`src/rtl/iccm_port_arbiter.sv`:
```
// Shares the single ICCM SRAM port between fetch reads and buffered boot-loader writes,
// holding the core in reset from the first programmer write until RST_HOLD cycles after the last commit.

module iccm_wfifo #(
    parameter int W     = 8,
    parameter int DEPTH = 4
) (
    input  logic                         clock,
    input  logic                         reset,
    input  logic                         push_i,
    input  logic                         pop_i,
    input  logic [W-1:0]                 wdata_i,
    output logic [W-1:0]                 rdata_o,
    output logic [$clog2(DEPTH+1)-1:0]   count_o,
    output logic                         full_o,
    output logic                         empty_o
);
    localparam int PW = $clog2(DEPTH);
    localparam int CW = $clog2(DEPTH + 1);

    logic [W-1:0]  mem_q [DEPTH];
    logic [PW-1:0] wptr_q, rptr_q;
    logic [CW-1:0] cnt_q;

    always_ff @(posedge clock) begin
        if (reset) begin
            wptr_q <= '0;
            rptr_q <= '0;
            cnt_q  <= '0;
        end else begin
            if (push_i) wptr_q <= wptr_q + PW'(1);
            if (pop_i)  rptr_q <= rptr_q + PW'(1);
            cnt_q <= cnt_q + CW'(push_i) - CW'(pop_i);
        end
    end

    // Storage is left unreset; the pointers alone define which entries are live.
    always_ff @(posedge clock) begin
        if (push_i) mem_q[wptr_q] <= wdata_i;
    end

    assign rdata_o = mem_q[rptr_q];
    assign count_o = cnt_q;
    assign full_o  = (cnt_q == CW'(DEPTH));
    assign empty_o = (cnt_q == '0);
endmodule

module iccm_port_arbiter #(
    parameter int AW          = 12,
    parameter int DW          = 32,
    parameter int WFIFO_DEPTH = 4,
    parameter int RST_HOLD    = 16,
    parameter int MAX_OUTST   = 2
) (
    input  logic          clock,
    input  logic          reset,
    input  logic          prog_we_i,
    input  logic [AW-1:0] prog_addr_i,
    input  logic [DW-1:0] prog_wdata_i,
    input  logic          prog_done_i,
    input  logic          bus_req_i,
    input  logic [AW-1:0] bus_addr_i,
    output logic          bus_gnt_o,
    output logic          bus_rvalid_o,
    output logic [DW-1:0] bus_rdata_o,
    output logic          mem_req_o,
    output logic          mem_we_o,
    output logic [AW-1:0] mem_addr_o,
    output logic [DW-1:0] mem_wdata_o,
    input  logic          mem_rvalid_i,
    input  logic [DW-1:0] mem_rdata_i,
    output logic          core_rst_o,
    output logic          prog_busy_o,
    output logic          wr_ovf_o
);
    localparam int OW = $clog2(MAX_OUTST + 1);
    localparam int HW = $clog2(RST_HOLD + 1);
    localparam int CW = $clog2(WFIFO_DEPTH + 1);

    typedef enum logic [1:0] {RUN, DRAIN, PROG, RELEASE} state_e;
    typedef struct packed {
        logic [AW-1:0] addr;
        logic [DW-1:0] data;
    } wr_ent_t;

    state_e        state_q, state_d;
    logic [OW-1:0] outst_q, outst_d;
    logic [HW-1:0] hold_q, hold_d;
    logic          done_pend_q, done_pend_d;
    logic          wr_ovf_q;

    wr_ent_t       fifo_wdat, fifo_rdat;
    logic          fifo_push, fifo_pop, fifo_full, fifo_empty;
    logic [CW-1:0] fifo_cnt, fifo_cnt_nxt;

    // A pop in the same cycle frees the slot, so a full FIFO can still accept that word.
    assign fifo_pop     = (state_q == PROG) && !fifo_empty;
    assign fifo_push    = prog_we_i && (!fifo_full || fifo_pop);
    assign fifo_cnt_nxt = fifo_cnt + CW'(fifo_push) - CW'(fifo_pop);
    assign fifo_wdat    = {prog_addr_i, prog_wdata_i};

    iccm_wfifo #(
        .W     ($bits(wr_ent_t)),
        .DEPTH (WFIFO_DEPTH)
    ) u_wfifo (
        .clock   (clock),
        .reset   (reset),
        .push_i  (fifo_push),
        .pop_i   (fifo_pop),
        .wdata_i (fifo_wdat),
        .rdata_o (fifo_rdat),
        .count_o (fifo_cnt),
        .full_o  (fifo_full),
        .empty_o (fifo_empty)
    );

    always_comb begin
        state_d     = state_q;
        done_pend_d = done_pend_q;
        hold_d      = hold_q;
        bus_gnt_o   = 1'b0;
        mem_req_o   = 1'b0;
        mem_we_o    = 1'b0;
        mem_addr_o  = '0;
        mem_wdata_o = '0;
        case (state_q)
            RUN: begin
                bus_gnt_o = bus_req_i && !prog_we_i && (outst_q < OW'(MAX_OUTST));
                if (bus_gnt_o) begin
                    mem_req_o  = 1'b1;
                    mem_addr_o = bus_addr_i;
                end
                if (prog_we_i) state_d = DRAIN;
            end
            DRAIN: begin
                if (prog_done_i) done_pend_d = 1'b1;
                if (outst_q == '0) state_d = PROG;
            end
            PROG: begin
                if (fifo_pop) begin
                    mem_req_o   = 1'b1;
                    mem_we_o    = 1'b1;
                    mem_addr_o  = fifo_rdat.addr;
                    mem_wdata_o = fifo_rdat.data;
                end
                if (prog_done_i) done_pend_d = 1'b1;
                if ((done_pend_q || prog_done_i) && fifo_cnt_nxt == '0) begin
                    state_d     = RELEASE;
                    hold_d      = HW'(RST_HOLD - 1);
                    done_pend_d = 1'b0;
                end
            end
            RELEASE: begin
                hold_d = (hold_q == '0) ? '0 : hold_q - HW'(1);
                // A fresh write restarts programming without ever letting the core out of reset.
                if (prog_we_i)           state_d = DRAIN;
                else if (hold_q == '0)   state_d = RUN;
            end
            default: state_d = RUN;
        endcase
    end

    assign outst_d = outst_q + OW'(bus_gnt_o) - OW'(mem_rvalid_i);

    always_ff @(posedge clock) begin
        if (reset) begin
            state_q     <= RUN;
            outst_q     <= '0;
            hold_q      <= '0;
            done_pend_q <= 1'b0;
            wr_ovf_q    <= 1'b0;
        end else begin
            state_q     <= state_d;
            outst_q     <= outst_d;
            hold_q      <= hold_d;
            done_pend_q <= done_pend_d;
            if (prog_we_i && fifo_full && !fifo_pop) wr_ovf_q <= 1'b1;
        end
    end

    assign bus_rvalid_o = mem_rvalid_i;
    assign bus_rdata_o  = mem_rdata_i;
    assign core_rst_o   = (state_q != RUN);
    assign prog_busy_o  = (state_q != RUN);
    assign wr_ovf_o     = wr_ovf_q;
endmodule

```
`config.mk`:
```
export PLATFORM = sky130hd
export DESIGN_NAME = iccm_port_arbiter
export DESIGN_NICKNAME = d
export VERILOG_FILES = /design/src/rtl/iccm_port_arbiter.sv
export SDC_FILE = /design/constraint.sdc
export NUM_CORES = 1
export LEC_CHECK = 0
export ABC_AREA = 1
export CAP_MARGIN = 20
export CORE_MARGIN = 1
export CORE_UTILIZATION = 30
export CTS_BUF_LIST = sky130_fd_sc_hd__clkbuf_4 sky130_fd_sc_hd__clkbuf_8 sky130_fd_sc_hd__clkbuf_16
export DETAILED_ROUTE_END_ITERATION = 16
export GPL_TIMING_DRIVEN = 0
export SETUP_SLACK_MARGIN = 0.1
export SLEW_MARGIN = 0
export SYNTH_ARGS = -nofsm -noshare
export SYNTH_HDL_FRONTEND = slang
export SYNTH_SLANG_ARGS = --single-unit
```
`constraint.sdc`:
```
create_clock -name clock -period 3.61 [get_ports clock]
set_input_delay 0.722 -clock clock [delete_from_list [all_inputs] [get_ports clock]]
set_output_delay 0.722 -clock clock [all_outputs]
set_load 0.05 [all_outputs]
```
==> results.ini <==
[power_and_ir_drop]
seqPwrFrac_pct=41.9
sw_frac_of_total_pct=34.70
leakagePower_nw=3.951
power.density_nw_per_um2=635.9
switching_power_mw=2.342
intPower_mw=4.409
combPwrFrac_pct=29.5
peakVddDrop_v=0.0002815
power_frac_clock_pct=28.6

[synth]
synth_nets=807
synth_top_area_cell=edfxtp_1
async_flop_share_pct=0
synth_area_per_cell_um2=11.76
ys_ff_latch=196
yosys-top-cells-area=edfxtp_1 64%, nor2_1 7.9%, o21ai_0 4.9%
synth_edf_count=176
yosysUniqueCellTypes=28
yosys_warnings=0
synthesis.area_um2=8218
netlist_instances=699
synthFlopType=edfxtp_1
seq_area_frac_synth_pct=69.18
synth_top_area_share_pct=64.31

[cells_and_area]
final_area_um2=10620
final_common_cell=edfxtp_1
nets=974
num-fill-cells=2586
layout_common_cells=176 x edfxtp_1, 170 x nor2_1, 99 x clkdlybuf4s50_1
finish.utilization_pct=39.51
syn_to_final_growth_pct=29.20
drive_gt1_share_pct=16.06

[drt]
viasPerCell=4.600
first_pass_iters=4
drc=0
via_count=5616
final_antenna_net_count=0
first_iter_violations=428
routed_wirelength_um=20200
routedWlPerCell_um=16.54

[clocking]
cts_made_buffers=17
cts.sinks=196
clk_pin_slew_ns=0.07
post-cts-setup-buffers=0
htreeDepth=4
cts_buffer_depth=2
cts_tree=yes
cts_root_buf=clkbuf_16
clk_latency_ns=0.43

[die]
coreArea_um2=26880
num_rows=60
die_x_um=167.5
fp.dieArea_um2=28060
initial_core_util_pct=30.58
io_pins=177
dieHeight_um=167.5

[sta]
worstMarginPinSlew_ns=0.8412
maxSlewViolCount=0
fin_skew_ns=0.008844
finalHoldViolations=0
relSlewSlack_pct=43.79
rsz0062_at_grt=false
period_minus_slack_ns=3.389
finalSetupViolCount=0
fmax_mhz=295.0
tns_ns=0
post-route-period-util_pct=93.89

[setup_path]
worstSetupPathType=primary input to output port
critical_path.cell_chain=clkdlybuf4s50_1, inv_1, nand4_1, inv_1, a22o_1, clkdlybuf4s50_1
ff2ff_path_depth=17
cp_max_fo=4
slowest_delay_ns=0.81
cp_slowest_cell=clkdlybuf4s50_1
cp_data_required_time_ns=2.89
start_kind=primary input
crit_family=buffers and inverters
critical_path_arrival_ns=2.67
r2r-end=state_q[1]
crit_buf_inv=4
end_kind=output port
regToRegStartpoint=state_q[0]
reg2reg_slack_ns=0.78

[global_routing]
grt_pass1_wl_um=31310
grt_start_max_net_pins=27
gr-usage-all-layers_pct=14.82
first_global_vias=5722
antenna_found_initial=2
gr-total-overflow=0

[placement]
dp_hpwl_um=13160
placed_area_um2=10200
port_buffers=144
routabilityCongestion=0.7277

[job]
max_cap_violations=0

[hold_path]
min_path_type=flop to flop
hp-start=hold_q[4]
hold_depth=2
holdPathEnd=hold_q[4]

[status]
status=complete, no violations

power by group through the flow:
stage          Sequential, mW  Combinational, mW  Clock [mW]
6_report                 2.83               1.99        1.93
5_1_grt                  2.85               2.21        2.06
4_1_cts                  2.83               2.05        1.97
3_5_place_dp             2.88               2.10           0
3_3_place_gp             2.90               2.04           0
2_1_floorplan            2.88               1.37           0
timing repair:
| item | CTS | global route |
|---|---|---|
| gates resized for setup | 44 | 77 |
| setup endpoints to repair | 43 | 40 |
| hold buffers | 0 | 0 |
| cloned | 0 | 0 |
| pin swaps | 0 | 0 |
worst reg2reg max path: cells and delay by family (launching register included):
kind,cells,cell delay (ns)
compound gates,1,0.07
fa+ha+maj,4,1.16
buf+inv,5,0.41
flops,1,0.40
simple gates,7,0.74
area by class of cell:
type	count	area [um^2]	area share (%)
diodes	2	5.005	0.04714
plain buffers	68	439.2	4.136
clock buffers	18	432.9	4.077
clock inverters	13	168.9	1.591
inverters	33	126.4	1.190
multi-input cells	402	1998	18.82
flip-flops and latches	196	5685	53.55
well taps	341	426.7	4.018
repair buffers	148	1335	12.57
cells in the mapped netlist (2+ instances only):
cell	instances
a21oi_1	43
a22o_1	12
buf_1	3
buf_2	14
buf_4	38
buf_6	3
clkbuf_1	10
dfxtp_1	20
edfxtp_1	176
ha_1	13
inv_1	29
inv_2	3
nand2_1	26
nand2_2	2
nand3_1	12
nand4_1	2
nor2_1	174
o21a_1	2
o21ai_0	81
o21ai_1	15
o22ai_1	12
or2_2	2
xor2_1	2
routing by layer:
layer | wire (um) | share of wire (%) | track usage (%) | vias up
met3 | 1274 | 6.3 | 3.167 | 12
met2 | 9838 | 49 | 25.33 | 192
met1 | 8931 | 44 | 18.70 | 2654
li1 | - | - | - | 2758
met4 | 155 | 0.77 | 4.627 | 0
met5 | 0 | 0 | 0 | -
kinds of logic (layout without fill, tap and decap cells):
group	Yosys count	in the layout	synth area share, %
AND/OR/NAND/NOR	219	219	10.38
flip-flops	196	196	69.18
AO/OA/AOI/OAI	167	167	11.13
buffers and inverters	101	280	6.867
adder cells (fa/ha/maj)	14	14	2.223
XOR/XNOR	2	2	0.2132
other	0	2	0
sequential cells by signal, summed over array words and instances (netlist names), named ones only:
| register | cells |
|---|---|
| hold_q | 5 |
| state_q | 2 |
| u_wfifo.rptr_q | 2 |
| u_wfifo.wptr_q | 2 |
| wr_ovf_o | 1 |
| u_wfifo.mem_q | 176 |
| outst_q | 2 |
| u_wfifo.count_o | 3 |
| done_pend_q | 1 |
worst max path at each step:
stage | from | slack [ns] | to | depth (start not counted)
2_1_floorplan | state_q[0] | 0.36 | u_wfifo.mem_q[0][0] | 6
3_3_place_gp | prog_we_i | -1.88 | u_wfifo.mem_q[3][20] | 3
3_5_place_dp | prog_we_i | -0.16 | mem_addr_o[6] | 7
4_1_cts | state_q[0] | 0.08 | mem_wdata_o[27] | 8
5_1_grt | prog_we_i | 0.11 | mem_addr_o[5] | 6
6_report | prog_we_i | 0.22 | mem_addr_o[5] | 6
per-stage QoR:
step	std cells	power, mW	setup slack (ns)	hold slack (ns)
global route	1219	7.121	0.1065	0.4935
floorplan	699	4.251	0.3587	0.4349
finish	1221	6.751	0.2206	0.4577
detailed placement	1188	4.984	-0.1569	0.4522
CTS	1219	6.857	0.08140	0.4627
global placement	1184	4.940	-1.881	0.4451
No activity file was read; power rests on OpenSTA's default activity.
